$ cat config.mk
export PLATFORM = sky130hd
export DESIGN_NAME = num_entry_buffer_flat
export DESIGN_NICKNAME = d
export VERILOG_FILES = /design/src/rtl/num_entry_buffer_if.sv /design/src/rtl/num_entry_buffer.sv /design/src/flat_wrapper.sv
export SDC_FILE = /design/constraint.sdc
export NUM_CORES = 1
export LEC_CHECK = 0
export ABC_AREA = 1
export CAP_MARGIN = 25
export CORE_AREA = 5 5 75 128
export CTS_CLUSTER_DIAMETER = 30
export CTS_CLUSTER_SIZE = 20
export DETAILED_ROUTE_END_ITERATION = 16
export DIE_AREA = 0 0 80 133
export PLACE_DENSITY = 0.78
export SLEW_MARGIN = 0
export SYNTH_ARGS = -nofsm -noshare
export SYNTH_HDL_FRONTEND = slang
export SYNTH_SLANG_ARGS = --single-unit
$ cat constraint.sdc
create_clock -name clk -period 3.1 [get_ports clk]
set_input_delay 0.31 -clock clk [delete_from_list [all_inputs] [get_ports clk]]
set_output_delay 0.31 -clock clk [all_outputs]
set_load 0.05 [all_outputs]
$ cat src/rtl/num_entry_buffer_if.sv
// num_entry_buffer_if: groups the key-event input, the digit-display outputs and the
// committed-value valid/ready handshake of num_entry_buffer.
//   key_valid/key_code : one-cycle make-code event (bit 8 = E0 extended)
//   digits/count       : right-aligned BCD buffer (4'hF = blank) and digit count
//   overflow/busy      : sticky dropped-digit flag, conversion/hold in progress
//   out_valid/out_ready/out_value : committed binary value handshake
// master drives keys and out_ready; slave is the buffer itself.
interface num_entry_buffer_if #(
    parameter int unsigned DIGITS = 4,
    parameter int unsigned VAL_W  = 14,
    parameter int unsigned CNT_W  = 3
);
    logic                  key_valid;
    logic [8:0]            key_code;
    logic                  out_ready;
    logic [4*DIGITS-1:0]   digits;
    logic [CNT_W-1:0]      count;
    logic                  overflow;
    logic                  busy;
    logic                  out_valid;
    logic [VAL_W-1:0]      out_value;

    modport master (
        output key_valid, key_code, out_ready,
        input  digits, count, overflow, busy, out_valid, out_value
    );

    modport slave (
        input  key_valid, key_code, out_ready,
        output digits, count, overflow, busy, out_valid, out_value
    );
endinterface

$ cat src/rtl/num_entry_buffer.sv
// num_entry_buffer: accumulates PS/2 digit make codes into a right-aligned BCD buffer
// (slot 0 = newest digit, 4'hF = blank) with backspace and clear. Enter (main or keypad)
// starts a one-digit-per-clock BCD-to-binary conversion; the result is then held on a
// valid/ready handshake until downstream accepts it, which also empties the buffer.
// Ports:
//   clk   : rising-edge clock
//   rst_n : asynchronous active-low reset
//   bus   : num_entry_buffer_if.slave (key events, display outputs, result handshake)
module num_entry_buffer #(
    parameter int unsigned DIGITS    = 4,
    parameter int unsigned VAL_W     = 14,
    parameter int unsigned CNT_W     = 3,
    parameter int unsigned NUMPAD_EN = 1
) (
    input logic              clk,
    input logic              rst_n,
    num_entry_buffer_if.slave bus
);
    localparam int unsigned IDX_W = (DIGITS > 1) ? $clog2(DIGITS) : 1;

    typedef enum logic [1:0] {StEntry, StConvert, StHold} state_e;

    state_e              state_q, state_d;
    logic [4*DIGITS-1:0] digits_q, digits_d;
    logic [CNT_W-1:0]    count_q, count_d;
    logic                overflow_q, overflow_d;
    logic [VAL_W-1:0]    acc_q, acc_d;
    logic [IDX_W-1:0]    idx_q, idx_d;
    logic                out_valid_q, out_valid_d;
    logic [VAL_W-1:0]    out_value_q, out_value_d;
    logic                busy_q, busy_d;

    logic       key_is_digit, key_bs, key_esc, key_enter;
    logic [3:0] key_digit;
    logic [3:0] slot_cur;
    logic [VAL_W-1:0] acc_next;

    // Key decode
    always_comb begin
        key_is_digit = 1'b0;
        key_digit    = 4'h0;
        key_bs       = 1'b0;
        key_esc      = 1'b0;
        key_enter    = 1'b0;
        case (bus.key_code)
            9'h045: begin key_is_digit = 1'b1; key_digit = 4'd0; end
            9'h016: begin key_is_digit = 1'b1; key_digit = 4'd1; end
            9'h01E: begin key_is_digit = 1'b1; key_digit = 4'd2; end
            9'h026: begin key_is_digit = 1'b1; key_digit = 4'd3; end
            9'h025: begin key_is_digit = 1'b1; key_digit = 4'd4; end
            9'h02E: begin key_is_digit = 1'b1; key_digit = 4'd5; end
            9'h036: begin key_is_digit = 1'b1; key_digit = 4'd6; end
            9'h03D: begin key_is_digit = 1'b1; key_digit = 4'd7; end
            9'h03E: begin key_is_digit = 1'b1; key_digit = 4'd8; end
            9'h046: begin key_is_digit = 1'b1; key_digit = 4'd9; end
            9'h066: key_bs    = 1'b1;
            9'h076: key_esc   = 1'b1;
            9'h05A: key_enter = 1'b1;
            9'h15A: key_enter = 1'b1;
            default: ;
        endcase
        if (NUMPAD_EN != 0) begin
            case (bus.key_code)
                9'h070: begin key_is_digit = 1'b1; key_digit = 4'd0; end
                9'h069: begin key_is_digit = 1'b1; key_digit = 4'd1; end
                9'h072: begin key_is_digit = 1'b1; key_digit = 4'd2; end
                9'h07A: begin key_is_digit = 1'b1; key_digit = 4'd3; end
                9'h06B: begin key_is_digit = 1'b1; key_digit = 4'd4; end
                9'h073: begin key_is_digit = 1'b1; key_digit = 4'd5; end
                9'h074: begin key_is_digit = 1'b1; key_digit = 4'd6; end
                9'h06C: begin key_is_digit = 1'b1; key_digit = 4'd7; end
                9'h075: begin key_is_digit = 1'b1; key_digit = 4'd8; end
                9'h07D: begin key_is_digit = 1'b1; key_digit = 4'd9; end
                default: ;
            endcase
        end
    end

    // Conversion walks from the top slot down; blank slots above the entry are skipped.
    assign slot_cur = digits_q[{idx_q, 2'b00} +: 4];
    assign acc_next = (slot_cur == 4'hF) ? acc_q
                                         : acc_q * VAL_W'(10) + VAL_W'(slot_cur);

    always_comb begin
        state_d     = state_q;
        digits_d    = digits_q;
        count_d     = count_q;
        overflow_d  = overflow_q;
        acc_d       = acc_q;
        idx_d       = idx_q;
        out_valid_d = out_valid_q;
        out_value_d = out_value_q;
        unique case (state_q)
            StEntry: begin
                if (bus.key_valid) begin
                    if (key_is_digit) begin
                        if (count_q < CNT_W'(DIGITS)) begin
                            for (int i = 1; i < int'(DIGITS); i++) begin
                                digits_d[4*i +: 4] = digits_q[4*(i-1) +: 4];
                            end
                            digits_d[3:0] = key_digit;
                            count_d       = count_q + CNT_W'(1);
                        end else begin
                            overflow_d = 1'b1;
                        end
                    end else if (key_bs) begin
                        if (count_q != '0) begin
                            for (int i = 0; i < int'(DIGITS) - 1; i++) begin
                                digits_d[4*i +: 4] = digits_q[4*(i+1) +: 4];
                            end
                            digits_d[4*(DIGITS-1) +: 4] = 4'hF;
                            count_d = count_q - CNT_W'(1);
                        end
                    end else if (key_esc) begin
                        digits_d   = '1;
                        count_d    = '0;
                        overflow_d = 1'b0;
                    end else if (key_enter && (count_q != '0)) begin
                        acc_d   = '0;
                        idx_d   = IDX_W'(DIGITS - 1);
                        state_d = StConvert;
                    end
                end
            end
            StConvert: begin
                acc_d = acc_next;
                if (idx_q == '0) begin
                    out_value_d = acc_next;
                    out_valid_d = 1'b1;
                    state_d     = StHold;
                end else begin
                    idx_d = idx_q - IDX_W'(1);
                end
            end
            StHold: begin
                if (bus.out_ready) begin
                    out_valid_d = 1'b0;
                    digits_d    = '1;
                    count_d     = '0;
                    overflow_d  = 1'b0;
                    state_d     = StEntry;
                end
            end
            default: state_d = StEntry;
        endcase
        busy_d = (state_d != StEntry);
    end

    always_ff @(posedge clk or negedge rst_n) begin
        if (!rst_n) begin
            state_q     <= StEntry;
            digits_q    <= '1;
            count_q     <= '0;
            overflow_q  <= 1'b0;
            acc_q       <= '0;
            idx_q       <= '0;
            out_valid_q <= 1'b0;
            out_value_q <= '0;
            busy_q      <= 1'b0;
        end else begin
            state_q     <= state_d;
            digits_q    <= digits_d;
            count_q     <= count_d;
            overflow_q  <= overflow_d;
            acc_q       <= acc_d;
            idx_q       <= idx_d;
            out_valid_q <= out_valid_d;
            out_value_q <= out_value_d;
            busy_q      <= busy_d;
        end
    end

    assign bus.digits    = digits_q;
    assign bus.count     = count_q;
    assign bus.overflow  = overflow_q;
    assign bus.busy      = busy_q;
    assign bus.out_valid = out_valid_q;
    assign bus.out_value = out_value_q;
endmodule

$ cat src/flat_wrapper.sv
// flat-port wrapper written by rule: the top's interface ports become plain ports
module num_entry_buffer_flat 
#(
    parameter int unsigned DIGITS    = 4,
    parameter int unsigned VAL_W     = 14,
    parameter int unsigned CNT_W     = 3,
    parameter int unsigned NUMPAD_EN = 1
)
  (clk, rst_n, bus_key_valid, bus_key_code, bus_out_ready, bus_digits, bus_count, bus_overflow, bus_busy, bus_out_valid, bus_out_value);
  num_entry_buffer_if #(.DIGITS(DIGITS), .VAL_W(VAL_W), .CNT_W(CNT_W)) bus_i ();
  input logic clk;
  input logic rst_n;
  input wire logic [$bits(bus_i.key_valid)-1:0] bus_key_valid;
  input wire logic [$bits(bus_i.key_code)-1:0] bus_key_code;
  input wire logic [$bits(bus_i.out_ready)-1:0] bus_out_ready;
  output wire logic [$bits(bus_i.digits)-1:0] bus_digits;
  output wire logic [$bits(bus_i.count)-1:0] bus_count;
  output wire logic [$bits(bus_i.overflow)-1:0] bus_overflow;
  output wire logic [$bits(bus_i.busy)-1:0] bus_busy;
  output wire logic [$bits(bus_i.out_valid)-1:0] bus_out_valid;
  output wire logic [$bits(bus_i.out_value)-1:0] bus_out_value;
  assign bus_i.key_valid = bus_key_valid;
  assign bus_i.key_code = bus_key_code;
  assign bus_i.out_ready = bus_out_ready;
  assign bus_digits = bus_i.digits;
  assign bus_count = bus_i.count;
  assign bus_overflow = bus_i.overflow;
  assign bus_busy = bus_i.busy;
  assign bus_out_valid = bus_i.out_valid;
  assign bus_out_value = bus_i.out_value;
  num_entry_buffer #(.DIGITS(DIGITS), .VAL_W(VAL_W), .CNT_W(CNT_W), .NUMPAD_EN(NUMPAD_EN)) u_core (.clk(clk), .rst_n(rst_n), .bus(bus_i));
endmodule
# Word-level counts from Yosys, hierarchy flattened
# Cells that the tools add are included.
dict set report op_classes {
  magnitude_cmp 1
  n_addsub 4
  n_mux 54
  n_shift 1
  reduce_logical 17
  mul 1
  n_eq_ne 41
}
# op n
set op_table {}
lappend op_table {{$eq 9x7->1 const B} 15}
lappend op_table {{$mux 16} 7}
lappend op_table {{$mux 14} 6}
lappend op_table {{$eq 9x6->1 const B} 6}
lappend op_table {{$pmux 4 s10} 1}
lappend op_table {{$pmux 4 s9} 1}
lappend op_table {{$pmux 16 s2} 1}
lappend op_table {{$pmux 14 s2} 1}
lappend op_table {{$mux 2} 13}
lappend op_table {{$mux 3} 7}
lappend op_table {{$reduce_or 10->1} 2}
lappend op_table {{$eq 9x5->1 const B} 2}
lappend op_table {{$reduce_and 6->1} 3}
lappend op_table {{$shiftx 16x5->4} 1}
lappend op_table {{$add 14x4->14} 1}
lappend op_table {{$mul 14x3->13 const B} 1}
lappend op_table {{$mux 1} 12}
lappend op_table {{$ne 2x2->1 const B} 6}
lappend op_table {{$eq 9x9->1 const B} 1}
lappend op_table {{$reduce_bool 2->1} 4}
lappend op_table {{$reduce_and 7->1} 1}
lappend op_table {{$ne 3x3->1 const B} 2}
lappend op_table {{$pmux 2 s3} 1}
lappend op_table {{$pmux 3 s2} 1}
lappend op_table {{20 further kinds} 23}
dict set report word_totals {
  reg_bits 54
  elab_cells 128
  out_inout_bits 36
}

# Longest topological paths before layout
dict set report logic_depth {
  depth_word 11
  mapped_depth 19
  mapped_depth_nobuf 19
}

# Worst setup path after synthesis
# OpenSTA, ideal clock, no wires.
dict set report synth_timing {
  path_kind {reg2reg}
  from {register u_core.acc_q[1]}
  to {register u_core.acc_q[10]}
  setup_slack_ps 484
  arrival_time_ps 2490
  t_required_ps 2974
  path_stages_with_launch 14
  path_cell_list {dfrtp_1 ha_1 ha_1 fa_1 nand2_1 nor2_1 nand2_1 a21oi_1 nand3_1 nor2_1 xor2_1 nand2_1 nand3_1 o21ai_0}
}
dict set report synth_via {
  elab_chain_len 4
}
# element line
set synth_lines {}
lappend synth_lines {{start: declaration} num_entry_buffer.sv:27} ;# logic [VAL_W-1:0] acc_q, acc_d;
lappend synth_lines {{start signal: assignment} num_entry_buffer.sv:155} ;# acc_q <= '0;
lappend synth_lines {{start signal: assignment} num_entry_buffer.sv:165} ;# acc_q <= acc_d;
lappend synth_lines {{$mul 14x3->13} num_entry_buffer.sv:82} ;# : acc_q * VAL_W'(10) + VAL_W'(slot_cur);
lappend synth_lines {{$add 14x4->14} num_entry_buffer.sv:82}
lappend synth_lines {{$mux 14} num_entry_buffer.sv:81} ;# assign acc_next = (slot_cur == 4'hF) ? acc_q
lappend synth_lines {{$pmux 14 s2} num_entry_buffer.sv:93} ;# unique case (state_q)
# No other way between the ends.
# A chain may end at the register's enable or synchronous reset.

# Worst setup path in the final report
dict set report layout_timing {
  from {register u_core.acc_q[1]}
  to {register u_core.acc_q[12]}
}
# The elaborated chain is that of the path after synthesis.

==> impl_metrics.env <==
export IMPL_maxCapViolCount=0
export IMPL_period_needed_ns=2.80
export IMPL_path_class="register to register"
export IMPL_tns_ns=0
export IMPL_std_cell_rows=45
export IMPL_synth_cell_area_sq_mm=0.00408
export IMPL_cts_tree="done"
export IMPL_antenna_found_initial=0
export IMPL_endpoint_kind="register"
export IMPL_drc=0
export IMPL_arrival_ns=2.97
export IMPL_drt_wirelength_per_cell_um=13.8
export IMPL_clk_pin_slew_ns=0.08
export IMPL_start_util=0.477
export IMPL_avgSynthCellArea_sq_um=6.61
export IMPL_htree_levels=2
export IMPL_die_y_um=133
export IMPL_num_vias=4152
export IMPL_sequentialPowerShare=0.341
export IMPL_routed_via_density=5.28
export IMPL_pre_cts_ws_ns=0.205
export IMPL_drive_above_1_share=0.0806
export IMPL_dp_final_hpwl_um=8520
export IMPL_post_cts_setup_buffers=0
export IMPL_grt_pass1_vias=4133
export IMPL_hold_buffers=0
export IMPL_cts_buffers=5
export IMPL_slew_headroom=0.409
export IMPL_dpl_cell_area_sq_mm=0.00469
export IMPL_final_cell_area_sq_mm=0.00485
export IMPL_hold_viol_final=0
export IMPL_skew_ns=0.0113
export IMPL_p_int_mw=1.66
export IMPL_fin_ws_ns=0.304
export IMPL_layout_common_cells="nand2_1 (249), inv_1 (68), nand3_1 (58)"
export IMPL_path_cells="ha_1, ha_1, fa_1, nand2_1, nor2_1, nand2_1, a21oi_2, nand3_1, nor2_2, nand3_1, nand2_1, nand2_1, o211ai_1, nand2_1"
export IMPL_synth_seq_cells=54
export IMPL_max_stage_delay_ns=0.55
export IMPL_n_antenna_cell=0
export IMPL_total_switching_power_mw=1.35
export IMPL_drtPass1Iterations=6
export IMPL_p_comb_frac=0.465
export IMPL_clock_latency_ns=0.30
export IMPL_grt_max_degree=40
export IMPL_period_share=0.902
export IMPL_die_area_sq_mm=0.0106
export IMPL_ir_drop_mv=0.620
export IMPL_ctsResizeCount=0
export IMPL_fin_nets=710
export IMPL_seq_area_frac_synth=0.336
export IMPL_required_ns=3.28
export IMPL_fmax_mhz=358
export IMPL_setup_viol=0
export IMPL_mostFrequentLayoutCell="nand2_1"
export IMPL_overflow=0
export IMPL_synth_warnings=0
export IMPL_hold_class="input port to async pin"
export IMPL_powerDensity_mw_per_mm2=622
export IMPL_drt_initial_drc_count=238
export IMPL_core_area_sq_mm=0.00856
export IMPL_slowest_stage="fa_1"
export IMPL_status="complete, no violations"
export IMPL_ant_nets=0
export IMPL_syn2layout_area_growth_pct=18.8
export IMPL_portBuffers=48
export IMPL_path_common_cell="nand2_1"
export IMPL_clock_path_buffers=2
export IMPL_syn_nets=659
export IMPL_grt_total_usage=0.212
export IMPL_cp_max_fo=4
export IMPL_io_pins=49
export IMPL_root_buffer="clkbuf_16"
export IMPL_totalWireLength_um=10900
export IMPL_rsz0062_at_grt="no"
export IMPL_yosysUniqueCellTypes=33
export IMPL_place_congestion=0.906
export IMPL_grt_pass1_wl_um=18100
export IMPL_tightest_slew_ns=0.887
export IMPL_p_clk_frac=0.194
export IMPL_start_kind="register"
export IMPL_synth_cells=618
export IMPL_die_w_um=80
export IMPL_slew_viol_final=0
export IMPL_cts_sinks=54
export IMPL_p_sw_frac=0.448
export IMPL_p_leak_nw=2.55
==> registers in the layout, summed over array words and instances, names as in the netlist <==
name,flops
u_core.bus.digits,16
u_core.idx_q,2
u_core.acc_q,14
u_core.bus.out_value,14
u_core.bus.count,3
u_core.bus.overflow,1
u_core.state_q,2
u_core.bus.out_valid,1
u_core.bus.busy,1
==> final cells by class <==
type                       instances  area [sq um]
multi-input combinational        483          2400
clock buffer                       5           125
tap                              117           146
inverter                          72           270
timing repair buffer              53           513
fill                             864          3710
sequential                        54          1370
clock inverter                     3          23.8
==> layer usage <==
| metal | global-route usage | wire length [um] | vias up |
|---|---|---|---|
| met3 | 0.0238 | 357 | 33 |
| met2 | 0.414 | 6090 | 135 |
| met1 | 0.211 | 3980 | 1903 |
| met5 | 0 | 0 | - |
| met4 | 0.0987 | 437 | 0 |
| li1 | - | - | 2081 |
==> cell families (layout without fill, tap and decap cells) <==
logic type / Yosys count / after routing / share of synthesized area
fa+ha+maj: 28 / 28 / 0.0895
compound gates: 58 / 58 / 0.0760
flops: 54 / 54 / 0.336
simple gates: 389 / 389 / 0.403
buf+inv: 81 / 133 / 0.0781
xor+xnor: 8 / 8 / 0.0172
==> cell usage after synthesis, drive strengths merged <==
| master | number | area, sq um |
|---|---|---|
| clkinv | 1 | 3.75 |
| nand4 | 10 | 62.6 |
| inv | 71 | 267 |
| fa | 2 | 40.0 |
| a22o | 1 | 8.76 |
| nor2 | 47 | 194 |
| o22ai | 4 | 25.0 |
| ha | 26 | 325 |
| buf | 5 | 33.8 |
| dfrtp | 38 | 951 |
| xnor2 | 4 | 35.0 |
| clkbuf | 4 | 15.0 |
| nor3 | 5 | 25.0 |
| or2 | 8 | 50.1 |
| o21bai | 1 | 7.51 |
| o211ai | 2 | 15.0 |
| nand2 | 253 | 960 |
| dfstp | 16 | 420 |
| a31oi | 3 | 18.8 |
| xor2 | 4 | 35.0 |
| nand3 | 61 | 320 |
| a21oi | 14 | 70.1 |
| o21ai | 33 | 165 |
| nand3b | 3 | 22.5 |
| and3 | 2 | 12.5 |
==> worst max-delay path, delay by kind of cell, from the launching register on <==
kind                     cells  cell delay (ns)
AO/OA/AOI/OAI                2             0.26
AND/OR/NAND/NOR              9             0.85
flip-flops                   1             0.44
adder cells (fa/ha/maj)      3             1.11
==> power groups by stage <==
stage	registers (mW)	logic (mW)	clock network [mW]
after floorplan	1.36	0.636	0
after global placement	1.04	1.37	0
after detailed placement	1.03	1.39	0
after CTS	1.03	1.40	0.591
after global routing	1.05	1.53	0.620
final	1.03	1.40	0.586
==> worst paths after layout <==
kind	from	end	slack, ns	depth (start not counted)
worst max-delay path	u_core.acc_q[1]	u_core.acc_q[12]	0.30	14
worst max register to register	u_core.acc_q[1]	u_core.acc_q[12]	0.30	14
worst min register to register	u_core.bus.out_value[9]	u_core.bus.out_value[9]	0.48	2
worst min-delay path	rst_n	u_core.bus.count[1]	0.13	1
min in group clk	u_core.bus.out_value[9]	u_core.bus.out_value[9]	0.48	2
max in group asynchronous	rst_n	u_core.bus.digits[14]	2.15	2
==> per-stage QoR <==
step | hold slack, ns | std cells | total power [mW] | util
after floorplan | 0.0144 | 618 | 1.99 | -
after global placement | 0.455 | 779 | 2.40 | 0.548
after detailed placement | 0.474 | 779 | 2.42 | 0.548
after CTS | 0.172 | 787 | 3.02 | 0.566
after global routing | 0.214 | 787 | 3.20 | 0.567
final | 0.133 | 787 | 3.02 | 0.567
No activity file was read; power rests on OpenSTA's default activity.
